==> config.mk <==
export PLATFORM = sky130hd
export DESIGN_NAME = regfile_write_arbiter
export DESIGN_NICKNAME = d
export VERILOG_FILES = /design/src/rtl/regfile_write_arbiter_pkg.sv /design/src/rtl/regfile_write_arbiter_rr_pick.sv /design/src/rtl/regfile_write_arbiter.sv
export SDC_FILE = /design/constraint.sdc
export NUM_CORES = 1
export LEC_CHECK = 0
export CAP_MARGIN = 20
export CORE_ASPECT_RATIO = 1.25
export CORE_MARGIN = 4
export CORE_UTILIZATION = 46
export CTS_CLUSTER_SIZE = 14
export DETAILED_ROUTE_END_ITERATION = 16
export DONT_BUFFER_PORTS = 1
export PLACE_DENSITY = 0.59
export SKIP_CTS_REPAIR_TIMING = 1
export SLEW_MARGIN = 15
export SYNTH_ARGS = -nofsm -noshare
export SYNTH_HDL_FRONTEND = slang
export SYNTH_SLANG_ARGS = --single-unit
==> constraint.sdc <==
create_clock -name Clk -period 8.45 [get_ports Clk]
set_input_delay 1.2675 -clock Clk [delete_from_list [all_inputs] [get_ports Clk]]
set_output_delay 1.2675 -clock Clk [all_outputs]
set_load 0.02 [all_outputs]
==> src/rtl/regfile_write_arbiter_pkg.sv <==
// rtl/regfile_write_arbiter_pkg.sv - shared constants and FSM state type for the register file write arbiter
// Purpose: default sizing of the arbiter, the write counter width and the
//          two-state FSM encoding shared by the arbiter top and its picker.
// Contents: DEF_NUM_REQ, DEF_ADDR_W, DEF_DATA_W, CNT_W, state_t (IDLE, WRITE).
package regfile_write_arbiter_pkg;

    localparam int DEF_NUM_REQ = 4;
    localparam int DEF_ADDR_W  = 5;
    localparam int DEF_DATA_W  = 32;
    localparam int CNT_W       = 16;

    typedef logic [0:0] state_t;
    localparam state_t IDLE  = 1'b0;
    localparam state_t WRITE = 1'b1;

endpackage

==> src/rtl/regfile_write_arbiter_rr_pick.sv <==
// rtl/regfile_write_arbiter_rr_pick.sv - round-robin priority picker
// Purpose: returns the first set bit of eligible, searching upward from
//          rr_ptr and wrapping at NUM_REQ.
// Ports:
//   eligible  in   NUM_REQ  candidate requesters
//   rr_ptr    in   IDX_W    index with highest priority this cycle
//   winner    out  IDX_W    selected index (0 when valid is low)
//   valid     out  1        at least one candidate was eligible
module rr_pick
    import regfile_write_arbiter_pkg::*;
#(
    parameter int NUM_REQ = DEF_NUM_REQ,
    parameter int IDX_W   = $clog2(NUM_REQ)
) (
    input  logic [NUM_REQ-1:0] eligible,
    input  logic [IDX_W-1:0]   rr_ptr,
    output logic [IDX_W-1:0]   winner,
    output logic               valid
);

    always_comb begin
        int                 idx;
        logic [IDX_W-1:0]   idx_sel;
        winner  = '0;
        valid   = 1'b0;
        idx     = 0;
        idx_sel = '0;
        for (int off = 0; off < NUM_REQ; off++) begin
            idx     = (int'(rr_ptr) + off) % NUM_REQ;
            idx_sel = IDX_W'(idx);
            if (!valid && eligible[idx_sel]) begin
                valid  = 1'b1;
                winner = idx_sel;
            end
        end
    end

endmodule

==> src/rtl/regfile_write_arbiter.sv <==
// rtl/regfile_write_arbiter.sv - round-robin arbiter funnelling requesters into one register file write port
// Purpose: each cycle picks one requester (round-robin, the requester being
//          acknowledged this cycle excluded), registers its address/data and
//          issues the write plus acknowledge in the following cycle.
// Option:  RF_ARB_ZERO_PROTECT_EN - grants to address 0 are acknowledged but
//          no write strobe is issued and the write counter does not advance.
// Ports:
//   Clk         in   1                 clock, rising edge
//   Rst         in   1                 synchronous active-high reset
//   req_i       in   NUM_REQ           per-requester write request
//   addr_i      in   NUM_REQ*ADDR_W    packed addresses, requester k at [k*ADDR_W +: ADDR_W]
//   wdata_i     in   NUM_REQ*DATA_W    packed write data, same packing
//   ack_o       out  NUM_REQ           one-cycle acknowledge, one-hot or zero
//   WriteEn     out  1                 register file write strobe
//   WriteAddr   out  ADDR_W            register file write address
//   data_o      out  DATA_W            register file write data
//   busy_o      out  1                 any request pending or write in progress
//   wr_count_o  out  16                writes issued, wraps
module regfile_write_arbiter
    import regfile_write_arbiter_pkg::*;
#(
    parameter int NUM_REQ = DEF_NUM_REQ,
    parameter int ADDR_W  = DEF_ADDR_W,
    parameter int DATA_W  = DEF_DATA_W
) (
    input  logic                      Clk,
    input  logic                      Rst,
    input  logic [NUM_REQ-1:0]        req_i,
    input  logic [NUM_REQ*ADDR_W-1:0] addr_i,
    input  logic [NUM_REQ*DATA_W-1:0] wdata_i,
    output logic [NUM_REQ-1:0]        ack_o,
    output logic                      WriteEn,
    output logic [ADDR_W-1:0]         WriteAddr,
    output logic [DATA_W-1:0]         data_o,
    output logic                      busy_o,
    output logic [CNT_W-1:0]          wr_count_o
);

    localparam int IDX_W = $clog2(NUM_REQ);

    state_t             state;
    state_t             state_nxt;
    logic [IDX_W-1:0]   rr_ptr;
    logic [IDX_W-1:0]   ptr_nxt;
    logic [IDX_W-1:0]   win_idx;
    logic [IDX_W-1:0]   win_q;
    logic               win_valid;
    logic               allow_q;
    logic               wr_allow;
    logic [NUM_REQ-1:0] eligible;
    logic [ADDR_W-1:0]  win_addr;
    logic [DATA_W-1:0]  win_data;

    // The requester being acknowledged still has req_i high this cycle
    // (it only drops or renews on the closing edge), so it must not win again.
    assign eligible = req_i & ~ack_o;

    rr_pick #(
        .NUM_REQ (NUM_REQ),
        .IDX_W   (IDX_W)
    ) u_rr_pick (
        .eligible (eligible),
        .rr_ptr   (rr_ptr),
        .winner   (win_idx),
        .valid    (win_valid)
    );

    always_comb begin
        win_addr = '0;
        win_data = '0;
        for (int k = 0; k < NUM_REQ; k++) begin
            if (win_idx == IDX_W'(k)) begin
                win_addr = addr_i[k*ADDR_W +: ADDR_W];
                win_data = wdata_i[k*DATA_W +: DATA_W];
            end
        end
    end

`ifdef RF_ARB_ZERO_PROTECT_EN
    assign wr_allow = (win_addr != '0);
`else
    assign wr_allow = 1'b1;
`endif

    assign ptr_nxt   = (win_idx == IDX_W'(NUM_REQ - 1)) ? '0 : win_idx + IDX_W'(1);
    assign state_nxt = win_valid ? WRITE : IDLE;

    always_comb begin
        ack_o = '0;
        if (state == WRITE) begin
            ack_o[win_q] = 1'b1;
        end
    end

    assign WriteEn = (state == WRITE) && allow_q;

    // A write strobe still showing in the reset cycle is being aborted, so it
    // does not keep busy_o up.
    assign busy_o = (|req_i) | (WriteEn & ~Rst);

    always_ff @(posedge Clk) begin
        if (Rst) begin
            state      <= IDLE;
            rr_ptr     <= '0;
            win_q      <= '0;
            allow_q    <= 1'b0;
            WriteAddr  <= '0;
            data_o     <= '0;
            wr_count_o <= '0;
        end else begin
            state <= state_nxt;
            if (win_valid) begin
                win_q     <= win_idx;
                allow_q   <= wr_allow;
                WriteAddr <= win_addr;
                data_o    <= win_data;
                rr_ptr    <= ptr_nxt;
            end
            if (WriteEn) begin
                wr_count_o <= wr_count_o + CNT_W'(1);
            end
        end
    end

endmodule

Word-level counts from Yosys, hierarchy flattened --
Index checks and enable logic that the tools add are counted.
Operators by class: bitwise gates (word level) 5, reduce and logical (&&, ||, !) cells 10, muxes and demuxes 29, eq/ne operators 3, add/sub/neg operators 5, magnitude comparators 6
Operators with widths (count):
- $mux W32 | 4
- $mux W5 | 4
- $add A16 B1 Y16 const B | 1
- $lt A2 B3 Y1 const B | 5
- $mux W1 | 10
- $mux W2 | 5
- $bmux W1 S2 | 4
- $logic_and A1 B1 Y1 | 5
- $add A2 B1 Y2 const B | 2
- $add A2 B2 Y2 const B | 2
- $and A4 B4 Y4 | 1
- $eq A2 B2 Y1 const B | 2
- $mux W4 | 1
- $not A4 Y4 | 1
- $reduce_or A4 Y1 | 1
- $logic_not A1 Y1 | 3
- $demux W1 S2 | 1
- $eq A2 B1 Y1 const B | 1
- $ge A2 B1 Y1 const B | 1
- $logic_not A2 Y1 | 1
- $and A1 B1 Y1 | 1
- $not A1 Y1 | 1
- $or A1 B1 Y1 | 1
Word-level totals: bits in registers 59, logic and storage cells 65, output and inout bits 59, input bits 154

Logic depth before layout (Yosys ltp) --
Gate-level depths: netlist of the first run.
word-level depth 24, depth in mapped cells 14, depth with buffers taken out 11

By module --
A second synthesis of the first run with hierarchy kept.
Second synthesis, totals: cell total of the unflattened synthesis 438, area, all modules 3447.1 µm²
Modules (own cells, without submodules):
- regfile_write_arbiter | instances 1, area an instance 3369.5 µm², seq. area each 1181.1 µm², cells each 423
- rr_pick | instances 1, area an instance 77.6 µm², seq. area each 0.0 µm², cells each 15

Least setup slack after synthesis of the first run --
OpenSTA, ideal clock, no wires.
path kind input-to-reg, from input req_i[0], to register data_o[21], buffers on the path 2, required time 8363 ps, setup time 87 ps, setup slack 4798 ps, cell stages on the path 13, arrival 3565 ps, path through nand2b_1 -> a22o_1 -> or3_1 -> and4_1 -> and2_1 -> ha_1 -> nor2b_1 -> clkbuf_1 -> clkbuf_1 -> a221oi_1 -> nor3_1 -> a21oi_1 -> a211oi_1
On the way: longest elaborated chain between the ends 18, elaborated cells between the ends (all ways) 31, classes of those cells 3 x eq/ne; 20 x mux; 1 x bitwise; 7 x reduce/logical
Ends and longest elaborated chain:
- from (decl) | line regfile_write_arbiter.sv:28 | input logic [NUM_REQ-1:0] req_i,
- $and A4 B4 Y4 * | line regfile_write_arbiter.sv:56 | assign eligible = req_i & ~ack_o;
- $bmux W1 S2 | line regfile_write_arbiter_rr_pick.sv:31 | if (!valid && eligible[idx_sel]) begin
- $mux W1 (not written as such) | line regfile_write_arbiter_rr_pick.sv:31
- $mux W1 | line regfile_write_arbiter_rr_pick.sv:31
- $logic_not A1 Y1 | line regfile_write_arbiter_rr_pick.sv:31
- $logic_and A1 B1 Y1 | line regfile_write_arbiter_rr_pick.sv:31
- $mux W1 | line regfile_write_arbiter_rr_pick.sv:31
- $logic_not A1 Y1 | line regfile_write_arbiter_rr_pick.sv:31
- $logic_and A1 B1 Y1 | line regfile_write_arbiter_rr_pick.sv:31
- $mux W1 | line regfile_write_arbiter_rr_pick.sv:31
- $logic_not A1 Y1 | line regfile_write_arbiter_rr_pick.sv:31
- $logic_and A1 B1 Y1 | line regfile_write_arbiter_rr_pick.sv:31
- $mux W2 * | line regfile_write_arbiter_rr_pick.sv:31
- via u_rr_pick.winner[0] | line regfile_write_arbiter_rr_pick.sv:17 | output logic [IDX_W-1:0] winner,
- $logic_not A2 Y1 | line regfile_write_arbiter.sv:72 | if (win_idx == IDX_W'(k)) begin
- $mux W32 (3 in series) | line regfile_write_arbiter.sv:72
- $mux W32 * | line regfile_write_arbiter.sv:72
- to (signal assigned) | line regfile_write_arbiter.sv:116 | data_o <= win_data;
- to (decl) | line regfile_write_arbiter.sv:34 | output logic [DATA_W-1:0] data_o,
The timed path passes the listed nets; every way through them passes the cells marked *. The select of a mux whose other input is x is not followed. A chain may end at the register's enable or synchronous reset.

Final worst setup path of the first run --
from input req_i[0], to register data_o[24]
The elaborated chain is that of the path after synthesis.

==> results.json, run 1 <==
{
  "first_pass_iters": 4,
  "hold_viol_final": 0,
  "rsz0062_at_grt": "no",
  "netlist_area_mm2": 0.00359,
  "end_kind": "register",
  "fin_setup_tns_ps": 0,
  "async_reset_ff_share_pct": 0,
  "gp_congestion": 0.821,
  "clock_latency_ps": 330,
  "total_power_uw": 1810,
  "cts_max_path_buffers": 2,
  "drt_iter0_drc": 146,
  "fin_crit_ps": 4050,
  "clock_skew_ps": 10.7,
  "status": "complete, no violations",
  "dpl_cell_area_mm2": 0.00355,
  "leakagePower_uw": 0.00133,
  "syn_nets": 611,
  "cts_root_buffer": "clkbuf_8",
  "avgSynthCellArea_um2": 7.95,
  "yosys.area.top_type": "dfxtp_1",
  "grt_pass1_wl_um": 15800,
  "intPower_uw": 967,
  "fin_util_pct": 50.5,
  "crit_arrival_ps": 4230,
  "routed_wl_um": 10200,
  "clk_pin_slew_ps": 70,
  "cap_violations": 0,
  "seqPwrFrac_pct": 28.1,
  "ys_seq_area_share_pct": 32.9,
  "io_buffers": 0,
  "synth_common_cells": "60 x nor2_1, 59 x dfxtp_1, 45 x a21oi_1",
  "timing.final.crit_share_pct": 47.9,
  "layoutNonFillerInstCount": 521,
  "yosysMostFrequentCell": "nor2_1",
  "grt_overflow": 0,
  "antenna_cells": 0,
  "cp_max_fo": 39,
  "via_per_inst": 6.24,
  "max_freq_mhz": 247,
  "die_h_um": 107,
  "hold_class": "reg2reg",
  "grtUsageTotal_pct": 21.4,
  "antenna_found_initial": 0,
  "ant_nets": 0,
  "synth_top_area_share_pct": 32.9,
  "grt_start_max_net_pins": 81,
  "worst-r2r-setup-slack_ps": 4560,
  "wl_per_cell_um": 19.7,
  "coreArea_mm2": 0.00749,
  "synth.area.top_cells": "dfxtp_1 33%, a221oi_1 8.8%, nor2b_1 6.8%",
  "grt_pass1_vias": 3101,
  "netlist_instances": 452,
  "hpwl_um": 7460,
  "cts_buffers": 9,
  "ir_worst_vdd_mv": 0.196,
  "cts-htree-levels": 3,
  "ys_types": 40,
  "layout.nets": 583,
  "slew_violations": 0,
  "cts_tree": "done",
  "tightest_slew_ps": 862,
  "chipWidth_um": 87.0,
  "p_comb_share_pct": 56.4,
  "drc": 0,
  "synth_ff_type": "dfxtp_1",
  "switching_power_uw": 845,
  "setup_violations": 0,
  "ys_ff_latch": 59,
  "vias": 3250,
  "power_density_mw_per_mm2": 480,
  "cts.sinks": 59,
  "dieArea_mm2": 0.00930,
  "ioPinCount": 213,
  "start_util_pct": 48.0,
  "drive_above_1_share_pct": 10.5,
  "synth_edf_count": 0,
  "critPathLaunchType": "primary input",
  "crit_type": "in2reg",
  "max_slew_margin_pct": 42.5,
  "area_delta_synth_final_pct": 5.19,
  "swShare_pct": 46.6,
  "placed_cells": 505,
  "ys_warn_count": 0,
  "postLayoutCellArea_mm2": 0.00378,
  "required_ps": 8640,
  "num_rows": 35,
  "power_frac_clock_pct": 15.5
}
-- worst max-delay path, cell delays in order --
cell	delay, ps
mux2i_1	40
a21oi_1	340
a21oi_1	140
o31ai_1	550
and2_1	250
ha_1	150
buf_4	360
nor2b_2	190
buf_4	270
a221oi_1	340
nor3_1	80
a21oi_1	170
a211oi_2	80
-- through the flow --
stage               setup slack [ps]  hold WS [ps]
floorplan                       4800           455
detailed placement              4150           490
CTS                             4510           499
global route                    4150           530
global placement                4250           482
finish                          4400           503
-- routing by layer --
| metal | global-route usage [%] | part of all wire, % | up-vias |
|---|---|---|---|
| li1 | - | - | 1604 |
| met1 | 24.6 | 39 | 1486 |
| met2 | 36.2 | 50 | 144 |
| met3 | 6.76 | 8.5 | 16 |
| met4 | 8.91 | 2.4 | 0 |
| met5 | 0 | 0 | - |
-- state kept, by name, indices dropped and copies added, names as in the netlist --
signal and flops:
data_o 32, wr_count_o 16, WriteAddr 5, rr_ptr 2, win_q 2, allow_q 1
state 1
-- cells in the final DEF, fill, tap and decap left out, types with 2 or more instances in the layout --
master      netlist  layout
nor4_1            4       4
nand2_1          14      14
nor3_1           39      39
nand2b_1          2       2
xor2_1            6       6
a211oi_1         18      18
a211oi_2         19      19
clkbuf_8          0       9
nand4_1           5       5
clkinv_2          0       2
buf_4             0       4
clkinvlp_4        0       3
dfxtp_1          59      59
and4_1            3       3
a221oi_1         36      36
nand3_1           6       6
nor2_1           60      60
o211ai_1          2       2
a31oi_1           2       2
bufinv_16         0       2
or3_1             3       3
a21oi_1          45      45
mux2i_1           3       3
ha_1              5       3
xnor2_1          10      10
and2_1            4       4
nor2b_1          39      38
o21ai_0           4       4
inv_1             9       9
-- final cells by class --
cell class	count	area [um^2]
clock inverters	7	92.6
flip-flops and latches	59	1180
inverters	9	33.8
fillers	742	3710
clock buffers	9	124
repair buffers	4	30.0
well taps	92	115
multi-input cells	341	2200
-- power groups by stage --
stage	logic, uW	registers [uW]	clock network [uW]
final	1020	509	281
after CTS	1020	512	289
after global routing	1160	519	301
after detailed placement	1020	517	0
after global placement	997	518	0
after floorplan	896	478	0
-- cell families (layout without fill, tap and decap cells) --
| family | Yosys count | count (layout) | synth area share (%) |
|---|---|---|---|
| compound gates | 133 | 133 | 28.6 |
| xor+xnor | 16 | 16 | 3.90 |
| fa+ha+maj | 5 | 5 | 1.74 |
| buf+inv | 52 | 29 | 6.34 |
| flops | 59 | 59 | 32.9 |
| mux | 3 | 3 | 0.836 |
| simple gates | 184 | 184 | 25.7 |
-- final timing paths --
kind,from,end,cells past startpoint
max,req_i[0],data_o[24],13
max reg2reg,rr_ptr[0],data_o[24],13
min reg2reg,win_q[1],win_q[1],2
min,win_q[1],win_q[1],2
No activity file was read; power rests on OpenSTA's default activity.
==> run 2: changes to the inputs <==
==> constraint.sdc (replaced) <==
create_clock -name Clk -period 3.85 [get_ports Clk]
set_input_delay 0.5775 -clock Clk [delete_from_list [all_inputs] [get_ports Clk]]
set_output_delay 0.5775 -clock Clk [all_outputs]
set_load 0.02 [all_outputs]
==> results.json, run 2 (synthesized netlist as in run 1, its figures left out) <==
{
  "status": "complete, no violations",
  "worst-r2r-setup-slack_ps": 400,
  "final_common_cell": "nor2_1",
  "cap_violations": 0,
  "fin_util_pct": 51.6,
  "grt_pass1_vias": 3101,
  "layoutNonFillerInstCount": 523,
  "first_pass_iters": 6,
  "timing.final.crit_share_pct": 89.6,
  "holdPathEnd": "wr_count_o[1]",
  "start_util_pct": 48.0,
  "drc": 0,
  "chipWidth_um": 87.0,
  "cts_root_buffer": "clkbuf_8",
  "total_power_uw": 4110,
  "ant_nets": 0,
  "leakagePower_uw": 0.00138,
  "crit_type": "reg2reg",
  "hold_depth": 1,
  "worstReg2RegStart": "rr_ptr[0]",
  "mostFrequentLayoutCells": "60 x nor2_1, 59 x dfxtp_1, 45 x a21oi_1",
  "num_rows": 35,
  "cts_max_path_buffers": 2,
  "min_from": "Rst",
  "grt_overflow": 0,
  "gp_congestion": 0.886,
  "placed_cells": 507,
  "crit_arrival_ps": 3630,
  "power_density_mw_per_mm2": 1060,
  "drive_above_1_share_pct": 11.1,
  "drt_iter0_drc": 119,
  "setup_violations": 0,
  "routed_wl_um": 10300,
  "hpwl_um": 7600,
  "cts_buffers": 9,
  "pre_cts_ws_ps": 309,
  "antenna_cells": 0,
  "antenna_found_initial": 0,
  "grt_start_max_net_pins": 61,
  "die_h_um": 107,
  "max_slew_margin_pct": 48.4,
  "coreArea_mm2": 0.00749,
  "ir_worst_vdd_mv": 0.483,
  "max_freq_mhz": 290,
  "ioPinCount": 213,
  "io_buffers": 0,
  "slew_violations": 0,
  "via_per_inst": 6.21,
  "tightest_slew_ps": 774,
  "cts.sinks": 59,
  "regMostFlops": "data_o",
  "rsz0062_at_grt": "no",
  "cts_tree": "done",
  "clock_skew_ps": 9.44,
  "largest_reg_flops": 32,
  "cp_max_fo": 24,
  "vias": 3247,
  "setup_slack_ps": 399,
  "area_delta_synth_final_pct": 7.49,
  "fin_crit_ps": 3450,
  "end_kind": "register",
  "reg.largest.list": "data_o: 32 flops, wr_count_o: 16 flops, WriteAddr: 5 flops",
  "critPathLaunchType": "register",
  "fin_setup_tns_ps": 0,
  "r2r_end": "data_o[24]",
  "grtUsageTotal_pct": 21.8,
  "cts-htree-levels": 3,
  "worst-r2r-cell-count": 12,
  "grt_pass1_wl_um": 16100,
  "layout.nets": 585,
  "wl_per_cell_um": 19.7,
  "clk_pin_slew_ps": 60,
  "dieArea_mm2": 0.00930,
  "required_ps": 4030,
  "hold_class": "in2reg",
  "clock_latency_ps": 330,
  "hold_viol_final": 0
}
-- run 2: changes by cell type in the layout (fill, tap and decap cells not counted), sizes merged --
| cell | delta |
|---|---|
| clkbuf | +3 |
| clkinvlp | -3 |
| bufinv | +1 |
| buf | +2 |
| clkinv | -1 |
-- run 2: how the worst max path moves through the flow --
stage / slack, ps / cells after the start / to / start
after detailed placement: 310 / 12 / data_o[20] / rr_ptr[0]
after global routing: 80 / 12 / data_o[20] / rr_ptr[0]
after floorplan: 880 / 14 / data_o[21] / rr_ptr[0]
final: 400 / 12 / data_o[24] / rr_ptr[0]
after global placement: 420 / 12 / data_o[20] / rr_ptr[0]
after CTS: 270 / 12 / data_o[20] / rr_ptr[0]
-- run 2: routing by layer --
| metal | track usage (%) | routed length [um] |
|---|---|---|
| met4 | 9.24 | 226 |
| met5 | 0 | 0 |
| met2 | 36.2 | 5100 |
| met1 | 25.6 | 4060 |
| met3 | 6.69 | 921 |
-- run 2: final cells by class --
| type | instances | area [um^2] |
|---|---|---|
| fillers | 739 | 3630 |
| clock inverters | 4 | 95.1 |
| well taps | 92 | 115 |
| clock buffers | 12 | 165 |
| inverters | 9 | 33.8 |
| flip-flops and latches | 59 | 1180 |
| repair buffers | 6 | 57.6 |
| multi-input cells | 341 | 2210 |
-- run 2: power breakdown --
group / switching, uW / leakage, uW / internal, uW / total, uW
clock network: 241 / 0.000133 / 482 / 723
logic: 1270 / 0.000759 / 1000 / 2270
registers: 328 / 0.000486 / 790 / 1120
-- run 2: per-stage QoR --
| step | cell area [um^2] | hold WS (ps) |
|---|---|---|
| finish | 3860 | 317 |
| global route | 3860 | 295 |
| CTS | 3840 | 283 |
| detailed placement | 3580 | 488 |
| global placement | 3580 | 486 |
| floorplan | 3590 | 455 |
-- run 2: worst max-delay path: stages, from the launching register on --
cell,delay (ps)
dfxtp_1,630
xor2_1,160
a21oi_1,360
a21oi_1,150
o31ai_1,510
nand2_1,200
ha_1,240
nor2b_4,180
buf_4,230
a221oi_1,290
nor3_1,80
a21oi_1,180
a211oi_2,90
